[src/rtl/qei_readout_arbiter.sv]
`default_nettype none
// ============================================================================
// Module   : qei_readout_arbiter
// Brief    : Round-robin arbiter that snapshots a shared QEI count/direction
//            and serializes it as LO, HI, STAT bytes over a valid/ready port.
// Revision : 1.0 - initial release
// ============================================================================
module qei_readout_arbiter #(
    parameter int CNT_W = 16,
    parameter int NREQ  = 2
) (
    input  logic             clk,
    input  logic             rst,
    input  logic [CNT_W-1:0] cnt_in,
    input  logic             dir_in,
    input  logic [NREQ-1:0]  req,
    input  logic [NREQ-1:0]  rdclr,
    input  logic             byte_ready,
    output logic [NREQ-1:0]  gnt,
    output logic [7:0]       byte_out,
    output logic             byte_valid,
    output logic             byte_last,
    output logic             busy,
    output logic             cnt_clr
);

    localparam int c_PTR_W = (NREQ > 1) ? $clog2(NREQ) : 1;

    localparam logic [2:0] c_ST_IDLE    = 3'd0;
    localparam logic [2:0] c_ST_SEND_LO = 3'd1;
    localparam logic [2:0] c_ST_SEND_HI = 3'd2;
    localparam logic [2:0] c_ST_SEND_ST = 3'd3;
    localparam logic [2:0] c_ST_GAP     = 3'd4;

    logic [2:0]         r_state;
    logic [c_PTR_W-1:0] r_rr_ptr;
    logic [c_PTR_W-1:0] r_winner;
    logic [7:0]         r_snap_hi;
    logic               r_snap_dir;
    logic               r_snap_clr;
    logic [NREQ-1:0]    r_gnt;
    logic [7:0]         r_byte_out;
    logic               r_byte_valid;
    logic               r_byte_last;
    logic               r_cnt_clr;

    logic               w_found;
    logic [c_PTR_W:0]   w_idx;
    logic [c_PTR_W-1:0] w_win;
    logic [c_PTR_W:0]   w_next_sum;
    logic [c_PTR_W-1:0] w_next_ptr;
    logic [15:0]        w_cnt_zext;
    logic               w_end_xfer;

    assign w_cnt_zext = 16'(cnt_in);

    // Scan requesters starting at the round-robin pointer, wrapping at NREQ.
    always_comb begin
        w_found = 1'b0;
        w_win   = '0;
        w_idx   = '0;
        for (int i = 0; i < NREQ; i++) begin
            w_idx = {1'b0, r_rr_ptr} + (c_PTR_W + 1)'(i);
            if (w_idx >= (c_PTR_W + 1)'(NREQ)) begin
                w_idx = w_idx - (c_PTR_W + 1)'(NREQ);
            end
            if (!w_found && req[w_idx[c_PTR_W-1:0]]) begin
                w_found = 1'b1;
                w_win   = w_idx[c_PTR_W-1:0];
            end
        end
    end

    assign w_next_sum = {1'b0, r_winner} + (c_PTR_W + 1)'(1);
    assign w_next_ptr = (w_next_sum >= (c_PTR_W + 1)'(NREQ)) ? '0 : w_next_sum[c_PTR_W-1:0];

    // Completion of STAT takes precedence over a simultaneous request drop.
    assign w_end_xfer = ((r_state == c_ST_SEND_ST) && byte_ready) || !req[r_winner];

    always_ff @(posedge clk) begin
        if (rst) begin
            r_state      <= c_ST_IDLE;
            r_rr_ptr     <= '0;
            r_winner     <= '0;
            r_snap_hi    <= '0;
            r_snap_dir   <= 1'b0;
            r_snap_clr   <= 1'b0;
            r_gnt        <= '0;
            r_byte_out   <= '0;
            r_byte_valid <= 1'b0;
            r_byte_last  <= 1'b0;
            r_cnt_clr    <= 1'b0;
        end else begin
            r_cnt_clr <= 1'b0;
            case (r_state)
                c_ST_IDLE: begin
                    if (w_found) begin
                        r_gnt        <= NREQ'(1'b1) << w_win;
                        r_winner     <= w_win;
                        r_snap_hi    <= w_cnt_zext[15:8];
                        r_snap_dir   <= dir_in;
                        r_snap_clr   <= rdclr[w_win];
                        r_cnt_clr    <= rdclr[w_win];
                        r_byte_valid <= 1'b1;
                        r_byte_out   <= w_cnt_zext[7:0];
                        r_state      <= c_ST_SEND_LO;
                    end
                end
                c_ST_SEND_LO, c_ST_SEND_HI, c_ST_SEND_ST: begin
                    if (w_end_xfer) begin
                        r_gnt        <= '0;
                        r_byte_valid <= 1'b0;
                        r_byte_last  <= 1'b0;
                        r_rr_ptr     <= w_next_ptr;
                        r_state      <= c_ST_GAP;
                    end else if (byte_ready) begin
                        if (r_state == c_ST_SEND_LO) begin
                            r_byte_out <= r_snap_hi;
                            r_state    <= c_ST_SEND_HI;
                        end else if (r_state == c_ST_SEND_HI) begin
                            r_byte_out  <= {r_snap_dir, 6'b0, r_snap_clr};
                            r_byte_last <= 1'b1;
                            r_state     <= c_ST_SEND_ST;
                        end
                    end
                end
                c_ST_GAP: begin
                    r_state <= c_ST_IDLE;
                end
                default: begin
                    r_state <= c_ST_IDLE;
                end
            endcase
        end
    end

    assign gnt        = r_gnt;
    assign byte_out   = r_byte_out;
    assign byte_valid = r_byte_valid;
    assign byte_last  = r_byte_last;
    assign cnt_clr    = r_cnt_clr;
    assign busy       = (r_state != c_ST_IDLE);

endmodule
`default_nettype wire
[config.mk]
export PLATFORM = sky130hd
export DESIGN_NAME = qei_readout_arbiter
export DESIGN_NICKNAME = d
export VERILOG_FILES = /design/src/rtl/qei_readout_arbiter.sv
export SDC_FILE = /design/constraint.sdc
export NUM_CORES = 1
export LEC_CHECK = 0
export ABC_AREA = 1
export BUFFER_PORTS_ARGS = -buffer_cell sky130_fd_sc_hd__buf_4
export CORE_ASPECT_RATIO = 0.6
export CORE_MARGIN = 2
export CORE_UTILIZATION = 46
export DETAILED_ROUTE_END_ITERATION = 10
export GPL_TIMING_DRIVEN = 0
export PLACE_DENSITY_LB_ADDON = 0.3
export SLEW_MARGIN = 20
export SYNTH_ARGS = -nofsm -noshare
export SYNTH_HDL_FRONTEND = slang
export SYNTH_SLANG_ARGS = --single-unit
[constraint.sdc]
create_clock -name clk -period 1.5 [get_ports clk]
set_clock_uncertainty 0.2 [all_clocks]
set_input_delay 0.3 -clock clk [delete_from_list [all_inputs] [get_ports clk]]
set_output_delay 0.3 -clock clk [all_outputs]
set_load 0.1 [all_outputs]
### Yosys cells after proc, flatten, opt, wreduce, memory -nomap -nowiden

Index checks and enable logic that the tools add are counted.

| word-level totals | value |
|---|---|
| register bits after elaboration | 28 |
| input port bits | 24 |

| operators by class | value |
|---|---|
| $add $sub $neg | 4 |
| order comparisons | 7 |
| equal/unequal tests | 11 |
| shift-type cells | 1 |
| multiplexer cells | 37 |
| bitwise gates (word level) | 2 |
| reductions and logical operators | 18 |

Operators by type and width:

| operator | number |
|---|---|
| $mux 8 | 5 |
| $mux 1 | 21 |
| $pmux 8 s2 | 1 |
| $mux 3 | 5 |
| $ne 2x2->1 const B | 5 |
| $lt 1x2->1 const B | 4 |
| $eq 3x2->1 const B | 2 |
| $ne 3x3->1 const B | 2 |
| $pmux 3 s2 | 1 |
| $reduce_and 3->1 | 2 |
| $reduce_bool 2->1 | 3 |
| $reduce_or 3->1 | 2 |
| $reduce_and 5->1 | 1 |
| $add 1x1->2 const B | 2 |
| $ge 2x2->1 const B | 2 |
| $mux 2 | 2 |
| $ne 4x4->1 const B | 1 |
| $pmux 2 s2 | 1 |
| $reduce_and 2->1 | 2 |
| $reduce_and 4->1 | 1 |
| $eq 3x1->1 const B | 1 |
| $logic_not 3->1 | 1 |
| $reduce_bool 3->1 | 1 |
| $ge 1x2->1 const B | 1 |
| other kinds (7) | 11 |

### Depth between registers and ports, before layout

| logic depth | value |
|---|---|
| depth in word-level cells | 11 |
| mapped depth | 9 |
| depth with buffers taken out | 9 |

### Worst setup path before layout

OpenSTA, ideal clock, no wires.

| timing path | value |
|---|---|
| kind | reg2reg |
| from | register r_state[0] |
| to | register r_snap_hi[0] |
| arrival time | 1.660 ns |
| data required time | 1.184 ns |
| slack | -0.476 ns |
| stages on the path, launching flop included | 9 |
| buffers on the path | 2 |
| cell sequence | dfxtp_1 -> buf_6 -> inv_2 -> nand3_2 -> inv_2 -> nand2_4 -> buf_4 -> o21ai_0 -> nor2_1 |

| between the ends | value |
|---|---|
| longest elaborated chain between the ends | 2 |

Ends and longest elaborated chain:

| what | line | source |
|---|---|---|
| from (decl) | 35 | `logic [2:0] r_state;` |
| from (signal assigned) | 82 | `r_state <= c_ST_IDLE;` |
| from (signal assigned) | 106 | `r_state <= c_ST_SEND_LO;` |
| from (signal assigned) | 115 | `r_state <= c_ST_GAP;` |
| $logic_not 3->1 | 95 | `case (r_state)` |
| $reduce_and 2->1 (no line) | -- |  |
| to (signal assigned) | 100 | `r_snap_hi <= w_cnt_zext[15:8];` |
| to (decl) | 38 | `logic [7:0] r_snap_hi;` |

Every way passes these cells.
A chain may end at the register's enable or synchronous reset.

### Worst setup path after layout

| timing path | value |
|---|---|
| from | register r_state[1] |
| to | register r_byte_out[7], in the netlist byte_out[7] |

| between the ends | value |
|---|---|
| longest elaborated chain between the ends | 5 |
| elaborated cells between the ends (all ways) | 17 |

Ends and longest elaborated chain:

| what | line | source |
|---|---|---|
| $eq 3x1->1 / $eq 3x2->1 (equally long branches) | 95, 117, 78 |  |
| $mux 8 / $logic_and 1x1->1 (equally long branches) | 117, 78 |  |
| $mux 8 / $logic_or 1x1->1 (equally long branches) | 116, 78 |  |
| $mux 8 / $ne 2x2->1 (equally long branches) | -- |  |
| $pmux 8 s2 / $reduce_and 5->1 (equally long branches) | -- |  |
| to (signal assigned) | 105 | `r_byte_out <= w_cnt_zext[7:0];` |
| to (signal assigned) | 118 | `r_byte_out <= r_snap_hi;` |
| to (signal assigned) | 121 | `r_byte_out <= {r_snap_dir, 6'b0, r_snap_clr};` |
| to (decl) | 42 | `logic [7:0] r_byte_out;` |

Parallel ways exist; a longest one is shown, timed or not. The select of a mux whose other input is x is not followed.

==> metrics.txt <==
# TYPE chip_impl_metric gauge
chip_impl_metric{name="worst-endpoint-required",unit="ns"} 1.52
chip_impl_metric{name="ys_seq_area_frac",unit=""} 0.418
chip_impl_metric{name="synth.area.mux_share",unit=""} 0
chip_impl_metric{name="adder_cell_area_share_of_the_yosys_netlist",unit=""} 0
chip_impl_metric{name="hold_viol_final",unit=""} 0
chip_impl_metric{name="place.port_buffers",unit=""} 36
chip_impl_metric{name="synth.ff_latch_count",unit=""} 28
chip_impl_metric{name="antenna_found_initial",unit=""} 0
chip_impl_metric{name="syn_nets",unit=""} 218
chip_impl_info{name="synth.most_common_cell",value="sky130_fd_sc_hd__nand2_1"} 1
chip_impl_metric{name="cell_count_after_placement",unit=""} 264
chip_impl_metric{name="postPlaceCellArea",unit="um2"} 1680
chip_impl_info{name="synth_top_cells_by_area",value="sky130_fd_sc_hd__dfxtp_1 42%, sky130_fd_sc_hd__nand2_1 11%, sky130_fd_sc_hd__nor2_1 7.5%"} 1
chip_impl_metric{name="max-clock-path-buffers",unit=""} 2
chip_impl_info{name="grt_setup_unrepaired",value="true"} 1
chip_impl_metric{name="post_synth.cell_area_avg",unit="um2"} 6.92
chip_impl_metric{name="synth-xor-area-share",unit=""} 0
chip_impl_metric{name="die_area",unit="um2"} 3380
chip_impl_metric{name="postRouteWirelength",unit="mm"} 4.06
chip_impl_info{name="start_kind",value="flop"} 1
chip_impl_info{name="synth_flop_cell",value="sky130_fd_sc_hd__dfxtp_1"} 1
chip_impl_metric{name="num_io_pins",unit=""} 38
chip_impl_metric{name="first_global_vias",unit=""} 1275
chip_impl_metric{name="synth_compound_area_frac",unit=""} 0.154
chip_impl_metric{name="share_of_async_settable_or_async_resettable_flops_after_synthesis",unit=""} 0
chip_impl_metric{name="timing.max_slew.rel_slack",unit=""} 0.624
chip_impl_metric{name="areaGrowthSynthToFinish",unit="%"} 53.8
chip_impl_info{name="worstReg2RegEnd",value="byte_out[7]$_SDFFE_PP0P_"} 1
chip_impl_metric{name="stdcell_area",unit="um2"} 2060
chip_impl_metric{name="grt_start_max_net_pins",unit=""} 17
chip_impl_info{name="crit_path_end_kind",value="flop"} 1
chip_impl_metric{name="yosys.area_share.simple",unit=""} 0.321
chip_impl_metric{name="drt.antenna.violating_nets",unit=""} 0
chip_impl_metric{name="hold_buffers",unit=""} 0
chip_impl_metric{name="report.final.setup_viol",unit=""} 14
chip_impl_metric{name="worstMarginPinSlew",unit="ns"} 0.564
chip_impl_metric{name="flop2flop_setup_slack",unit="ns"} -0.07
chip_impl_metric{name="crit_fanout",unit=""} 8
chip_impl_info{name="status",value="complete, but fails checks"} 1
chip_impl_metric{name="time_the_worst_path_needs_with_i_o_delays_and_setup",unit="ns"} 1.57
chip_impl_metric{name="synth.cell_area",unit="um2"} 1340
chip_impl_metric{name="gpl.final_weighted_congestion",unit=""} 0.763
chip_impl_metric{name="remaining_drc_errors",unit=""} 0
chip_impl_info{name="critPathKind",value="flop to flop"} 1
chip_impl_metric{name="diodes",unit=""} 0
chip_impl_info{name="clock_tree_from_tritoncts",value="done"} 1
chip_impl_metric{name="critPathArrivalTime",unit="ns"} 1.58
chip_impl_metric{name="h-tree-depth",unit=""} 1
chip_impl_metric{name="place_hpwl",unit="mm"} 2.37
chip_impl_metric{name="vias_per_cell",unit=""} 5.13
chip_impl_metric{name="clock-sinks",unit=""} 28
chip_impl_metric{name="max_freq",unit="MHz"} 639
chip_impl_info{name="min-delay-path-class",value="input port to flop"} 1
chip_impl_metric{name="first_iter_violations",unit=""} 127
chip_impl_metric{name="p_leak",unit="nW"} 0.998
chip_impl_metric{name="number_of_enable_flip_flop_cells_after_synthesis",unit=""} 0
chip_impl_metric{name="layout-drive-gt1-share",unit=""} 0.410
chip_impl_metric{name="layout.cells.non_filler",unit=""} 285
chip_impl_info{name="worst_setup_path_endpoint",value="byte_out[7]$_SDFFE_PP0P_"} 1
chip_impl_metric{name="logic_depth_of_the_worst_register_to_register_path",unit=""} 8
chip_impl_metric{name="number_of_nets_at_the_end_of_the_flow",unit=""} 276
chip_impl_metric{name="routed_wire_length_per_instance",unit="um"} 14.2
chip_impl_metric{name="slew_viol_final",unit=""} 0
chip_impl_metric{name="dr.pass1.iters",unit=""} 4
chip_impl_metric{name="filler_cell_count",unit=""} 208
chip_impl_info{name="synth_top_family_by_area",value="simple AND/OR/NAND/NOR gates"} 1
chip_impl_info{name="violations",value="negative setup slack"} 1
chip_impl_metric{name="grt_pass1_wl",unit="mm"} 5.79
chip_impl_metric{name="setup_slack",unit="ns"} -0.0658
chip_impl_metric{name="die_w",unit="um"} 73.7
chip_impl_metric{name="synth.top_cell.area_share",unit=""} 0.418
chip_impl_metric{name="fp.coreArea",unit="um2"} 2820
chip_impl_metric{name="route.vias.total",unit=""} 1462
chip_impl_metric{name="cts_made_buffers",unit=""} 3
chip_impl_metric{name="hold-path-cell-count",unit=""} 3
chip_impl_info{name="timing.critical_path.from",value="r_state[1]$_SDFFE_PP0P_"} 1
chip_impl_info{name="synth.cells.most_frequent",value="41 x sky130_fd_sc_hd__nand2_1, 28 x sky130_fd_sc_hd__dfxtp_1, 27 x sky130_fd_sc_hd__nor2_1"} 1
chip_impl_metric{name="yosysUniqueCellTypes",unit=""} 26
chip_impl_metric{name="die_h",unit="um"} 45.8
chip_impl_metric{name="placement_rows",unit=""} 15
chip_impl_metric{name="grt_usage",unit=""} 0.229
chip_impl_metric{name="power_per_cell_area",unit="nW/um2"} 1840
chip_impl_metric{name="max_cap_viol",unit=""} 0
chip_impl_metric{name="ys.warnings.count",unit=""} 0
chip_impl_metric{name="clk-insertion-delay-late",unit="ns"} 0.28
chip_impl_info{name="crit-reg2reg-launch",value="r_state[1]$_SDFFE_PP0P_"} 1
chip_impl_metric{name="ir_worst_vdd",unit="uV"} 725
chip_impl_metric{name="syn-instance-count",unit=""} 194
chip_impl_info{name="synth_largest_area_cell",value="sky130_fd_sc_hd__dfxtp_1"} 1
chip_impl_info{name="cts_root_buffer",value="sky130_fd_sc_hd__clkbuf_8"} 1
chip_impl_metric{name="floorplan.initialDensity",unit=""} 0.477
chip_impl_metric{name="clkSlewWorstSetupHoldPaths",unit="ns"} 0.10
chip_impl_metric{name="grt.overflow.total",unit=""} 0
chip_impl_metric{name="period_share",unit=""} 1.04
==> report_power, final <==
part	leakage [nW]	internal (W)	switching, W	total (W)
logic	0.729	0.000682	0.00148	0.00217
registers	0.234	0.000917	0.000112	0.00103
clock network	0.0357	0.000358	0.000241	0.000599
total	0.998	0.00196	0.00184	0.00379
==> worst min path at each step <==
stage          slack [ns]                      start                        end
2_1_floorplan        0.22  r_snap_hi[4]$_SDFFE_PP0N_  r_snap_hi[4]$_SDFFE_PP0N_
3_3_place_gp         0.24  r_snap_hi[4]$_SDFFE_PP0N_  r_snap_hi[4]$_SDFFE_PP0N_
3_5_place_dp         0.24  r_snap_hi[2]$_SDFFE_PP0N_  r_snap_hi[2]$_SDFFE_PP0N_
4_1_cts              0.05                  cnt_in[8]  r_snap_hi[0]$_SDFFE_PP0N_
5_1_grt              0.06                  cnt_in[8]  r_snap_hi[0]$_SDFFE_PP0N_
6_report             0.05                  cnt_in[8]  r_snap_hi[0]$_SDFFE_PP0N_
==> through the flow <==
step / util / setup slack [ns] / TNS [ns] / hold WS, ns / power (W)
2_1_floorplan: - / -0.149 / -2.64 / 0.224 / 0.00239
3_3_place_gp: 0.598 / -0.144 / -1.87 / 0.238 / 0.00273
3_5_place_dp: 0.598 / -0.164 / -2.27 / 0.240 / 0.00275
4_1_cts: 0.676 / -0.0169 / -0.0457 / 0.0475 / 0.00352
5_1_grt: 0.733 / -0.153 / -1.64 / 0.0551 / 0.00398
6_report: 0.733 / -0.0658 / -0.524 / 0.0488 / 0.00379
==> flip-flops by register name, summed over array words and instances, names as in the netlist <==
register,count
byte_out,8
r_snap_hi,8
r_state,3
gnt,2
byte_last,1
byte_valid,1
cnt_clr,1
r_rr_ptr,1
r_snap_clr,1
r_snap_dir,1
r_winner,1
==> cells by family (layout without fill, tap and decap cells) <==
group | Yosys count | after routing
simple gates | 95 | 96
buf+inv | 35 | 91
flops | 28 | 28
compound gates | 36 | 36
==> metal layers <==
layer | GRT usage | vias up | wire length (um)
met4 | 0.0545 | 0 | 42
met1 | 0.315 | 668 | 1870
met2 | 0.370 | 56 | 1880
li1 | - | 732 | -
met5 | 0 | - | 0
met3 | 0.0531 | 6 | 259
==> critical path, cell delays in order, from the launching register on <==
cell                      delay [ns]
sky130_fd_sc_hd__dfxtp_4        0.39
sky130_fd_sc_hd__buf_6          0.12
sky130_fd_sc_hd__o21ai_4        0.16
sky130_fd_sc_hd__inv_4          0.10
sky130_fd_sc_hd__nand2_4        0.12
sky130_fd_sc_hd__nand2_4        0.08
sky130_fd_sc_hd__nor2_8         0.16
sky130_fd_sc_hd__nor2_2         0.05
sky130_fd_sc_hd__nor2_1         0.12
==> final cells by class <==
cell class / count / area (um2) / share of cell area
plain buffers: 4 / 22.5 / 0.0109
clock buffers: 3 / 41.3 / 0.0200
repair buffers: 53 / 442 / 0.214
flip-flops and latches: 28 / 571 / 0.276
multi-input cells: 132 / 776 / 0.376
inverters: 30 / 140 / 0.0679
well taps: 34 / 42.5 / 0.0206
clock inverters: 1 / 30.0 / 0.0145
==> cell usage in the layout, fill, tap and decap left out, types with 3 or more instances in the layout <==
cell | netlist | layout
sky130_fd_sc_hd__a21oi_1 | 13 | 10
sky130_fd_sc_hd__a21oi_2 | 0 | 3
sky130_fd_sc_hd__buf_4 | 1 | 46
sky130_fd_sc_hd__buf_6 | 1 | 6
sky130_fd_sc_hd__clkbuf_8 | 0 | 3
sky130_fd_sc_hd__dfxtp_1 | 28 | 24
sky130_fd_sc_hd__inv_1 | 25 | 22
sky130_fd_sc_hd__inv_4 | 1 | 3
sky130_fd_sc_hd__nand2_1 | 41 | 34
sky130_fd_sc_hd__nand2_2 | 1 | 7
sky130_fd_sc_hd__nand2_4 | 2 | 3
sky130_fd_sc_hd__nand3_1 | 16 | 13
sky130_fd_sc_hd__nand4_1 | 4 | 4
sky130_fd_sc_hd__nor2_1 | 27 | 21
sky130_fd_sc_hd__nor2_2 | 1 | 5
sky130_fd_sc_hd__o21ai_0 | 17 | 6
sky130_fd_sc_hd__o21ai_1 | 1 | 8
sky130_fd_sc_hd__o21ai_2 | 1 | 4
==> what timing repair did <==
action                                  CTS  global route
endpoints found under the setup margin   26            27
gates resized for setup                  20            42
pin swaps                                13            16
setup buffers                            11             5
gates cloned                              1             1
Power figures use the tool's default switching activity.
